**src/rtl/reg_xfer_pkg.sv**
```systemverilog
// Shared types and default sizing for the register-file transfer sequencer.
package reg_xfer_pkg;

  localparam int DEF_DW      = 16;
  localparam int DEF_NREG    = 8;
  localparam int DEF_AW      = 3;
  localparam int DEF_TIMEOUT = 15;

  typedef enum logic [1:0] {
    IDLE  = 2'd0,
    READ  = 2'd1,
    EXEC  = 2'd2,
    WRITE = 2'd3
  } xfer_state_t;

endpackage

```
**src/rtl/onehot_dec.sv**
```systemverilog
// Address-to-one-hot decoder; produces all zeros when disabled or when the
// address does not name an existing register.
module onehot_dec #(
  parameter int AW   = 3,
  parameter int NREG = 8
) (
  input  logic [AW-1:0]   addr,
  input  logic            en,
  output logic [NREG-1:0] onehot
);

  // Compare against every valid index so out-of-range addresses decode to zero.
  always_comb begin
    onehot = '0;
    for (int i = 0; i < NREG; i++) begin
      onehot[i] = en && (addr == AW'(i));
    end
  end

endmodule

```
**src/rtl/reg_xfer_ctrl.sv**
```systemverilog
// Register-file transfer sequencer: reads two registers onto the A/B buses,
// hands the operands to the ALU, waits for the result and writes it back.
//
// state | meaning
// IDLE  | ready for a request; bad addresses are rejected here with err
// READ  | oe_a/oe_b asserted, buses captured into op_a/op_b at cycle end
// EXEC  | op_valid high, waiting for res_valid or timeout
// WRITE | load[dst] asserted with wb_data stable
module reg_xfer_ctrl
  import reg_xfer_pkg::*;
#(
  parameter int DW      = DEF_DW,
  parameter int NREG    = DEF_NREG,
  parameter int AW      = DEF_AW,
  parameter int TIMEOUT = DEF_TIMEOUT
) (
  input  logic            clock,
  input  logic            reset_n,
  input  logic            req_valid,
  output logic            req_ready,
  input  logic [AW-1:0]   req_src_a,
  input  logic [AW-1:0]   req_src_b,
  input  logic [AW-1:0]   req_dst,
  input  logic            req_wr,
  output logic [NREG-1:0] oe_a,
  output logic [NREG-1:0] oe_b,
  output logic [NREG-1:0] load,
  input  logic [DW-1:0]   bus_a,
  input  logic [DW-1:0]   bus_b,
  output logic [DW-1:0]   op_a,
  output logic [DW-1:0]   op_b,
  output logic            op_valid,
  input  logic            res_valid,
  input  logic [DW-1:0]   res_data,
  output logic [DW-1:0]   wb_data,
  output logic            err
);

  localparam int CW = $clog2(TIMEOUT + 1);

  xfer_state_t state_q, state_d;

  logic [AW-1:0]   dst_q;
  logic            wr_q;
  logic [CW-1:0]   cnt_q, cnt_d;

  logic            accept, addr_ok, res_hit, timeout_hit;
  logic            oe_en, ld_en, op_valid_d, err_d, capture_ops;
  logic [NREG-1:0] oe_a_d, oe_b_d, load_d;

  assign req_ready   = (state_q == IDLE);
  assign accept      = req_valid && req_ready;
  assign addr_ok     = (32'(req_src_a) < NREG) && (32'(req_src_b) < NREG) &&
                       (32'(req_dst) < NREG);
  assign res_hit     = (state_q == EXEC) && res_valid;
  // res_valid wins over the timeout even on the last allowed EXEC cycle.
  assign timeout_hit = (state_q == EXEC) && !res_valid && (cnt_q == CW'(TIMEOUT - 1));

  // State register.
  always_ff @(posedge clock or negedge reset_n) begin
    if (!reset_n) state_q <= IDLE;
    else          state_q <= state_d;
  end

  // Next-state logic.
  always_comb begin
    state_d = state_q;
    case (state_q)
      IDLE:    if (accept && addr_ok) state_d = READ;
      READ:    state_d = EXEC;
      EXEC: begin
        if (res_valid)        state_d = wr_q ? WRITE : IDLE;
        else if (timeout_hit) state_d = IDLE;
      end
      WRITE:   state_d = IDLE;
      default: state_d = IDLE;
    endcase
  end

  // Next values of the registered strobes, flags and timeout counter.
  always_comb begin
    oe_en       = accept && addr_ok;
    ld_en       = res_hit && wr_q;
    op_valid_d  = (state_d == EXEC);
    err_d       = (accept && !addr_ok) || timeout_hit;
    capture_ops = (state_q == READ);
    cnt_d       = '0;
    if (state_q == EXEC && state_d == EXEC) cnt_d = cnt_q + CW'(1);
  end

  onehot_dec #(.AW(AW), .NREG(NREG)) u_dec_oe_a (
    .addr   (req_src_a),
    .en     (oe_en),
    .onehot (oe_a_d)
  );

  onehot_dec #(.AW(AW), .NREG(NREG)) u_dec_oe_b (
    .addr   (req_src_b),
    .en     (oe_en),
    .onehot (oe_b_d)
  );

  onehot_dec #(.AW(AW), .NREG(NREG)) u_dec_load (
    .addr   (dst_q),
    .en     (ld_en),
    .onehot (load_d)
  );

  // Registered strobes and datapath; async reset drops every strobe at once.
  always_ff @(posedge clock or negedge reset_n) begin
    if (!reset_n) begin
      oe_a     <= '0;
      oe_b     <= '0;
      load     <= '0;
      op_valid <= 1'b0;
      err      <= 1'b0;
      cnt_q    <= '0;
      dst_q    <= '0;
      wr_q     <= 1'b0;
      op_a     <= '0;
      op_b     <= '0;
      wb_data  <= '0;
    end else begin
      oe_a     <= oe_a_d;
      oe_b     <= oe_b_d;
      load     <= load_d;
      op_valid <= op_valid_d;
      err      <= err_d;
      cnt_q    <= cnt_d;
      if (oe_en) begin
        dst_q <= req_dst;
        wr_q  <= req_wr;
      end
      if (capture_ops) begin
        op_a <= bus_a;
        op_b <= bus_b;
      end
      if (res_hit) wb_data <= res_data;
    end
  end

endmodule

```
**config.mk**
```make
export PLATFORM = sky130hd
export DESIGN_NAME = reg_xfer_ctrl
export DESIGN_NICKNAME = d
export VERILOG_FILES = /design/src/rtl/reg_xfer_pkg.sv /design/src/rtl/onehot_dec.sv /design/src/rtl/reg_xfer_ctrl.sv
export SDC_FILE = /design/constraint.sdc
export NUM_CORES = 1
export LEC_CHECK = 0
export BUFFER_PORTS_ARGS = -buffer_cell sky130_fd_sc_hd__buf_2
export CORE_MARGIN = 4
export CORE_UTILIZATION = 47
export CTS_CLUSTER_SIZE = 14
export DETAILED_ROUTE_END_ITERATION = 16
export GPL_ROUTABILITY_DRIVEN = 0
export HOLD_SLACK_MARGIN = 0.12
export MAX_ROUTING_LAYER = met4
export PLACE_DENSITY = 0.89
export SYNTH_ARGS = -nofsm -noshare
export SYNTH_HDL_FRONTEND = slang
export SYNTH_SLANG_ARGS = --single-unit
```
**constraint.sdc**
```tcl
create_clock -name clock -period 1.9 [get_ports clock]
set_clock_uncertainty 0.1 [all_clocks]
set_input_delay 0.285 -clock clock [delete_from_list [all_inputs] [get_ports clock]]
set_output_delay 0.285 -clock clock [all_outputs]
set_load 0.01 [all_outputs]
```
==> impl_metrics.env, run 1 <==
export IMPL_timing_setup_critical_path_class="reg2reg"
export IMPL_yosysWarningCount=0
export IMPL_clockRootBuffer="sky130_fd_sc_hd__clkbuf_8"
export IMPL_max_vdd_ir_drop_v=0.000566
export IMPL_numClockSinks=84
export IMPL_dr_total_vias=2496
export IMPL_critPathArrivalTime_ns=1.96
export IMPL_global_route_overflow_total=0
export IMPL_post_synthesis_mean_instance_area_sq_um=13.5
export IMPL_setup_reg_to_reg_worst_slack_ns=0.12
export IMPL_total_leakage_power_nw=2.60
export IMPL_max_cap_violations=0
export IMPL_ioPinCount=137
export IMPL_wl_per_cell_microns=15.1
export IMPL_synthesis_instances=237
export IMPL_slew_viol_final=0
export IMPL_final_hold_violation_count=0
export IMPL_dr_pass1_iters=4
export IMPL_initial_utilization_pct=49.2
export IMPL_ys_top_cells_by_area="sky130_fd_sc_hd__dfrtp_1 66%, sky130_fd_sc_hd__mux2_4 14%, sky130_fd_sc_hd__nand2_1 6.6%, sky130_fd_sc_hd__mux2_2 2.5%, sky130_fd_sc_hd__nor3_1 1.9%"
export IMPL_holdCritPathClass="in2reg"
export IMPL_use_met3_pct=4.00
export IMPL_critPathRequiredTime_ns=2.08
export IMPL_critical_path_peak_fanout=13
export IMPL_worst_r2r_start="state_q[0]"
export IMPL_die_h_microns=90.5
export IMPL_die_w_microns=90.5
export IMPL_relSlewSlack_pct=70.1
export IMPL_detail_route_vias_per_cell=4.75
export IMPL_drc_violation_total_after_the_first_tritonroute_iteration=99
export IMPL_fin_worst_setup_slack_ns=0.120
export IMPL_unrepaired_setup_endpoints_after_global_routing="false"
export IMPL_tightestPinTransition_ns=0.449
export IMPL_fmax_mhz=562
export IMPL_placement_rows=29
export IMPL_globalRoute_busiestLayer="met2"
export IMPL_synth_sequential_area_ratio_pct=65.7
export IMPL_finalWorstPathRequiredPeriod_ns=1.78
export IMPL_grt_max_degree=42
export IMPL_cts_clk_slew_worst_paths_ns=0.08
export IMPL_postCtsSetupBuffers=0
export IMPL_whs_ns=0.190
export IMPL_synth_top_cell_by_area="sky130_fd_sc_hd__dfrtp_1"
export IMPL_grt_usage_pct=21.1
export IMPL_outcome="finished, final reports clean"
export IMPL_synth_area_sq_um=3200
export IMPL_worst_path_buf_inv=1
export IMPL_grt_first_pass_wirelength_mm=13.3
export IMPL_final_nets=506
export IMPL_area_delta_synth_final_pct=51.0
export IMPL_reg2reg_depth=4
export IMPL_global_route_usage_met1_pct=25.3
export IMPL_critical_path_cell_chain="nor2_2 > nand2_4 > nor4_1 > dlygate4sd3_1"
export IMPL_drt_wl_total_mm=7.92
export IMPL_use_met2_pct=34.5
export IMPL_clk_path_buf_depth=2
export IMPL_antenna_violations_before_repair=0
export IMPL_report_final_setup_viol=0
export IMPL_tritoncts="yes"
export IMPL_worst_setup_path_start_kind="flip-flop"
export IMPL_worst_setup_ep_type="flip-flop"
export IMPL_crit_reg2reg_capture="oe_b[0]"
export IMPL_cts_inserted_buffers=9
export IMPL_setup_tns_ns=0
export IMPL_cp_depth=4
export IMPL_worst_path_largest_cell_delay_ns=0.59
export IMPL_ant_nets=0
export IMPL_remaining_drc_errors=0
export IMPL_dpl_worst_slack_ns=0.512
export IMPL_crit_slowest_cell="sky130_fd_sc_hd__dlygate4sd3_1"
export IMPL_worst_setup_path_startpoint="state_q[0]"
export IMPL_synth_cell_type_count=23
export IMPL_endpoint="oe_b[0]"
export IMPL_post_route_period_util_pct=93.7
export IMPL_io_buffer_count=136
export IMPL_h_tree_lvls=3
export IMPL_synth_seq_cells=84
export IMPL_power_per_cell_area_nw_per_um2=1400
export IMPL_post_layout_total_power_mw=6.78
export IMPL_insertion_delay_ns=0.34
export IMPL_yosysTopAreaCellShare_pct=65.7
export IMPL_place_detailed_hpwl_mm=5.25
export IMPL_grt_pass1_vias=2694
export IMPL_post_route_cells_drive_above_1_share_pct=44.1
export IMPL_critical_path_top_delay_family="simple AND/OR/NAND/NOR gates"
export IMPL_design_core_area_sq_um=6490
export IMPL_synth_net_count=301
export IMPL_die_area_sq_um=8190
==> where the power goes <==
group / internal [mW] / leakage, nW / switching (mW)
registers: 2.41 / 1.06 / 0.383
clock network: 0.849 / 0.116 / 0.595
logic: 1.38 / 1.42 / 1.17
==> cell families (layout without fill, tap and decap cells) <==
family,count (synthesis),after routing,synth area share (%)
buffers and inverters,10,220,2.46
DFF,84,84,65.7
other,0,1,0
adders and majority gates,2,2,0.782
and+or+nand+nor,103,103,14.4
xor gates and xnor gates,2,2,0.548
muxes,36,36,16.1
==> stage by stage <==
step | utilization [%] | cells | cell area, sq um
floorplan | - | 237 | 3200
global placement | 61.2 | 447 | 3980
detailed placement | 61.2 | 447 | 3980
CTS | 74.2 | 524 | 4820
global route | 74.3 | 524 | 4830
finish | 74.4 | 525 | 4830
==> sequential cells by signal, indices dropped and copies added, names as in the netlist <==
register,flops
op_b,16
wr_q,1
load,8
op_valid,1
oe_b,8
err,1
cnt_q,4
oe_a,8
state_q,2
op_a,16
dst_q,3
wb_data,16
==> metal layers <==
layer / up-vias / wire (microns)
met1: 1191 / 3250
met2: 93 / 4040
li1: 1193 / -
met5: - / 0
met4: 0 / 227
met3: 19 / 401
==> worst min path at each step <==
stage,start,endpoint,slack [ns],depth (start not counted)
after floorplan,reset_n,cnt_q[0],-0.11,0
after global placement,reset_n,op_a[4],0.15,1
after detailed placement,reset_n,op_a[4],0.16,1
after CTS,req_valid,oe_b[5],0.18,3
after global routing,req_valid,oe_a[6],0.21,3
final,req_valid,state_q[0],0.19,3
==> cell type report <==
class | count | area (sq um)
tap | 77 | 96.3
sequential | 84 | 2100
clock buffer | 13 | 169
clock inverter | 3 | 67.6
antenna | 1 | 2.50
inverter | 1 | 3.75
timing repair buffer | 203 | 1360
fill | 404 | 1670
multi-input combinational | 143 | 1020
==> repair_timing <==
action,4_1_cts,5_1_grt
hold endpoints to repair,99,0
resized for setup,0,1
setup endpoints to repair,0,2
hold buffers,61,0
==> cell usage after synthesis <==
cell	n
sky130_fd_sc_hd__xor2_1	1
sky130_fd_sc_hd__inv_1	1
sky130_fd_sc_hd__clkbuf_1	1
sky130_fd_sc_hd__dfrtp_1	84
sky130_fd_sc_hd__and4_1	1
sky130_fd_sc_hd__or3b_2	1
sky130_fd_sc_hd__nor2_2	1
sky130_fd_sc_hd__nand2b_1	5
sky130_fd_sc_hd__xnor2_1	1
sky130_fd_sc_hd__nand2_1	56
sky130_fd_sc_hd__nand3_1	6
sky130_fd_sc_hd__nand3b_1	2
sky130_fd_sc_hd__nor3_1	12
sky130_fd_sc_hd__ha_1	2
sky130_fd_sc_hd__nor3b_1	1
sky130_fd_sc_hd__nand2_2	1
sky130_fd_sc_hd__nor4_1	3
sky130_fd_sc_hd__buf_2	3
sky130_fd_sc_hd__buf_6	5
sky130_fd_sc_hd__mux2_4	29
sky130_fd_sc_hd__mux2_2	7
sky130_fd_sc_hd__and3b_1	1
sky130_fd_sc_hd__nor2_1	13
==> worst min-delay path, delay by kind of cell <==
family	cells	cell delay (ns)
simple gates	2	0.19
buf+inv	1	0.12
==> placed cells by master (no fill, tap or decap), drive strengths merged <==
cell type / Yosys / layout
and3b: 1 / 1
and4: 1 / 1
buf: 8 / 142
bufinv: 0 / 2
clkbuf: 1 / 13
clkinvlp: 0 / 1
dfrtp: 84 / 84
diode: 0 / 1
dlygate4sd3: 0 / 61
ha: 2 / 2
inv: 1 / 1
mux2: 36 / 36
nand2: 57 / 57
nand2b: 5 / 5
nand3: 6 / 6
nand3b: 2 / 2
nor2: 14 / 14
nor3: 12 / 12
nor3b: 1 / 1
nor4: 3 / 3
or3b: 1 / 1
xnor2: 1 / 1
xor2: 1 / 1
Note: power is estimated with default switching activity, not from simulation.
==> inputs of run 2 (changes only) <==
Clock period 1.9 ns to 2.02 ns, I/O delays scaled along.
==> run 2 against run 1 <==
Sequential share of layout area hardly changed; critical path depth stayed put; non-clock buffer count stayed put; largest power group unchanged; total power is 3.8% lower; register-to-register slack hardly changed; highest routed layer unchanged; global-route usage is 0.55 points higher; critical endpoint unchanged; worst setup slack worse by 0.0039 ns; first-iteration DRC count is 21% higher.
==> impl_metrics.env, run 2 (synthesis results as in run 1) <==
export IMPL_post_route_period_util_pct=94.2
export IMPL_die_w_microns=90.5
export IMPL_holdCritPathClass="in2reg"
export IMPL_max_cap_violations=0
export IMPL_global_route_overflow_total=0
export IMPL_tritoncts="yes"
export IMPL_final_cell_mix="135 x sky130_fd_sc_hd__buf_2, 84 x sky130_fd_sc_hd__dfrtp_1, 62 x sky130_fd_sc_hd__dlygate4sd3_1, 56 x sky130_fd_sc_hd__nand2_1, 29 x sky130_fd_sc_hd__mux2_4"
export IMPL_antennaDiodeCount=0
export IMPL_fmax_mhz=525
export IMPL_final_nets=506
export IMPL_numClockSinks=84
export IMPL_worst_r2r_start="state_q[0]"
export IMPL_worst_path_buf_inv=1
export IMPL_post_route_cells_drive_above_1_share_pct=43.7
export IMPL_ioPinCount=137
export IMPL_slew_viol_final=0
export IMPL_grt_first_pass_wirelength_mm=13.5
export IMPL_io_buffer_count=136
export IMPL_dr_pass1_iters=4
export IMPL_max_vdd_ir_drop_v=0.000710
export IMPL_place_detailed_hpwl_mm=5.23
export IMPL_wl_per_cell_microns=16.0
export IMPL_critical_path_top_delay_family="simple AND/OR/NAND/NOR gates"
export IMPL_crit_reg2reg_capture="oe_b[0]"
export IMPL_place_detailed_instances=446
export IMPL_grt_max_degree=44
export IMPL_drt_wl_total_mm=8.39
export IMPL_antenna_violations_before_repair=0
export IMPL_postCtsResizedCells=0
export IMPL_setup_reg_to_reg_worst_slack_ns=0.12
export IMPL_combined_area_of_the_multi_input_logic_cells_sq_um=1020
export IMPL_design_core_area_sq_um=6490
export IMPL_worst_setup_ep_type="flip-flop"
export IMPL_critical_path_cell_chain="nor2_2 > nand2_2 > nor4_1 > dlygate4sd3_1"
export IMPL_timing_setup_critical_path_class="reg2reg"
export IMPL_critical_path_peak_fanout=13
export IMPL_postCtsSetupBuffers=0
export IMPL_final_cells=523
export IMPL_critPathArrivalTime_ns=2.07
export IMPL_cp_depth=4
export IMPL_n_fill_cell=420
export IMPL_outcome="finished, final reports clean"
export IMPL_cts_clk_slew_worst_paths_ns=0.08
export IMPL_crit_slowest_cell="sky130_fd_sc_hd__dlygate4sd3_1"
export IMPL_worst_setup_path_start_kind="flip-flop"
export IMPL_clk_path_buf_depth=2
export IMPL_area_delta_synth_final_pct=51.0
export IMPL_die_area_sq_um=8190
export IMPL_finalWorstPathRequiredPeriod_ns=1.90
export IMPL_drc_violation_total_after_the_first_tritonroute_iteration=120
export IMPL_worst_path_largest_cell_delay_ns=0.62
export IMPL_power_per_cell_area_nw_per_um2=1350
export IMPL_ant_nets=0
export IMPL_report_final_setup_viol=0
export IMPL_relSlewSlack_pct=64.4
export IMPL_unrepaired_setup_endpoints_after_global_routing="false"
export IMPL_die_h_microns=90.5
export IMPL_worst_setup_path_startpoint="state_q[0]"
export IMPL_reg2reg_depth=4
export IMPL_setup_tns_ns=0
export IMPL_endpoint="oe_b[0]"
export IMPL_final_util_pct=74.3
export IMPL_whs_ns=0.246
export IMPL_critPathRequiredTime_ns=2.19
export IMPL_dr_total_vias=2529
export IMPL_largest_registers="op_a (16), op_b (16), wb_data (16)"
export IMPL_layout_area_seq_sq_um=2100
export IMPL_total_leakage_power_nw=2.60
export IMPL_h_tree_lvls=3
export IMPL_grt_usage_pct=21.6
export IMPL_placement_rows=29
export IMPL_initial_utilization_pct=49.2
export IMPL_clockRootBuffer="sky130_fd_sc_hd__clkbuf_8"
export IMPL_insertion_delay_ns=0.33
export IMPL_cts_inserted_buffers=9
export IMPL_grt_pass1_vias=2734
export IMPL_hold_path_startpoint="req_valid"
export IMPL_detail_route_vias_per_cell=4.84
export IMPL_tightestPinTransition_ns=0.533
export IMPL_final_hold_violation_count=0
export IMPL_remaining_drc_errors=0
export IMPL_most_common_cell_after_layout_fill_and_taps_aside="sky130_fd_sc_hd__buf_2"
run 2: cell types whose count changed in the layout (fill, tap and decap cells not counted):
| cell | before | now |
|---|---|---|
| sky130_fd_sc_hd__diode_2 | 1 | 0 |
| sky130_fd_sc_hd__clkinvlp_4 | 1 | 0 |
| sky130_fd_sc_hd__buf_12 | 2 | 1 |
| sky130_fd_sc_hd__clkinv_2 | 0 | 1 |
| sky130_fd_sc_hd__dlygate4sd3_1 | 61 | 62 |
| sky130_fd_sc_hd__clkbuf_8 | 12 | 9 |
| sky130_fd_sc_hd__nand2_2 | 0 | 1 |
| sky130_fd_sc_hd__nand2_4 | 1 | 0 |
| sky130_fd_sc_hd__bufinv_16 | 2 | 4 |
run 2: worst min path at each step:
stage	endpoint	slack (ns)	depth (start not counted)
final	oe_a[7]	0.25	3
after CTS	oe_b[6]	0.22	3
after global placement	op_a[4]	0.21	1
after detailed placement	op_a[4]	0.22	1
after global routing	err	0.24	3
after floorplan	cnt_q[0]	-0.09	0
run 2: power by group:
part	switching, mW	internal, mW
clock network	0.559	0.938
registers	0.371	2.26
logic	1.12	1.27
total	2.05	4.47
run 2: through the flow:
step                      setup slack (ns)  total power [mW]  cell area, sq um
after floorplan                      0.632              4.09              3200
after global placement               0.544              4.79              3960
after detailed placement             0.484              4.91              3960
after CTS                            0.218              6.52              4830
after global routing               0.00750              6.88              4830
final                                0.116              6.52              4830
run 2: routing by layer:
layer | GRT usage, % | vias up | wire length [microns]
met4 | 8.29 | 0 | 153
met3 | 4.25 | 14 | 455
met2 | 38.4 | 110 | 4570
met1 | 23.9 | 1211 | 3200
met5 | - | - | 0
li1 | - | 1194 | -
run 2: layout make-up:
class	instances	share of cell area (%)
Clock buffer	10	2.64
Clock inverter	5	2.59
Inverter	1	0.0777
Multi-Input combinational cell	143	21.1
Sequential cell	84	43.5
Tap cell	77	2.00
Timing Repair Buffer	203	28.0
run 2: worst min-delay path, stage by stage:
cell	delay, ns
sky130_fd_sc_hd__buf_2	0.12
sky130_fd_sc_hd__nand3_1	0.16
sky130_fd_sc_hd__nor2_1	0.06
run 2: timing repair:
| item | 4_1_cts | 5_1_grt |
|---|---|---|
| endpoints found under the hold margin | 105 | 0 |
| hold buffers | 62 | 0 |
| setup endpoints to repair | 0 | 0 |
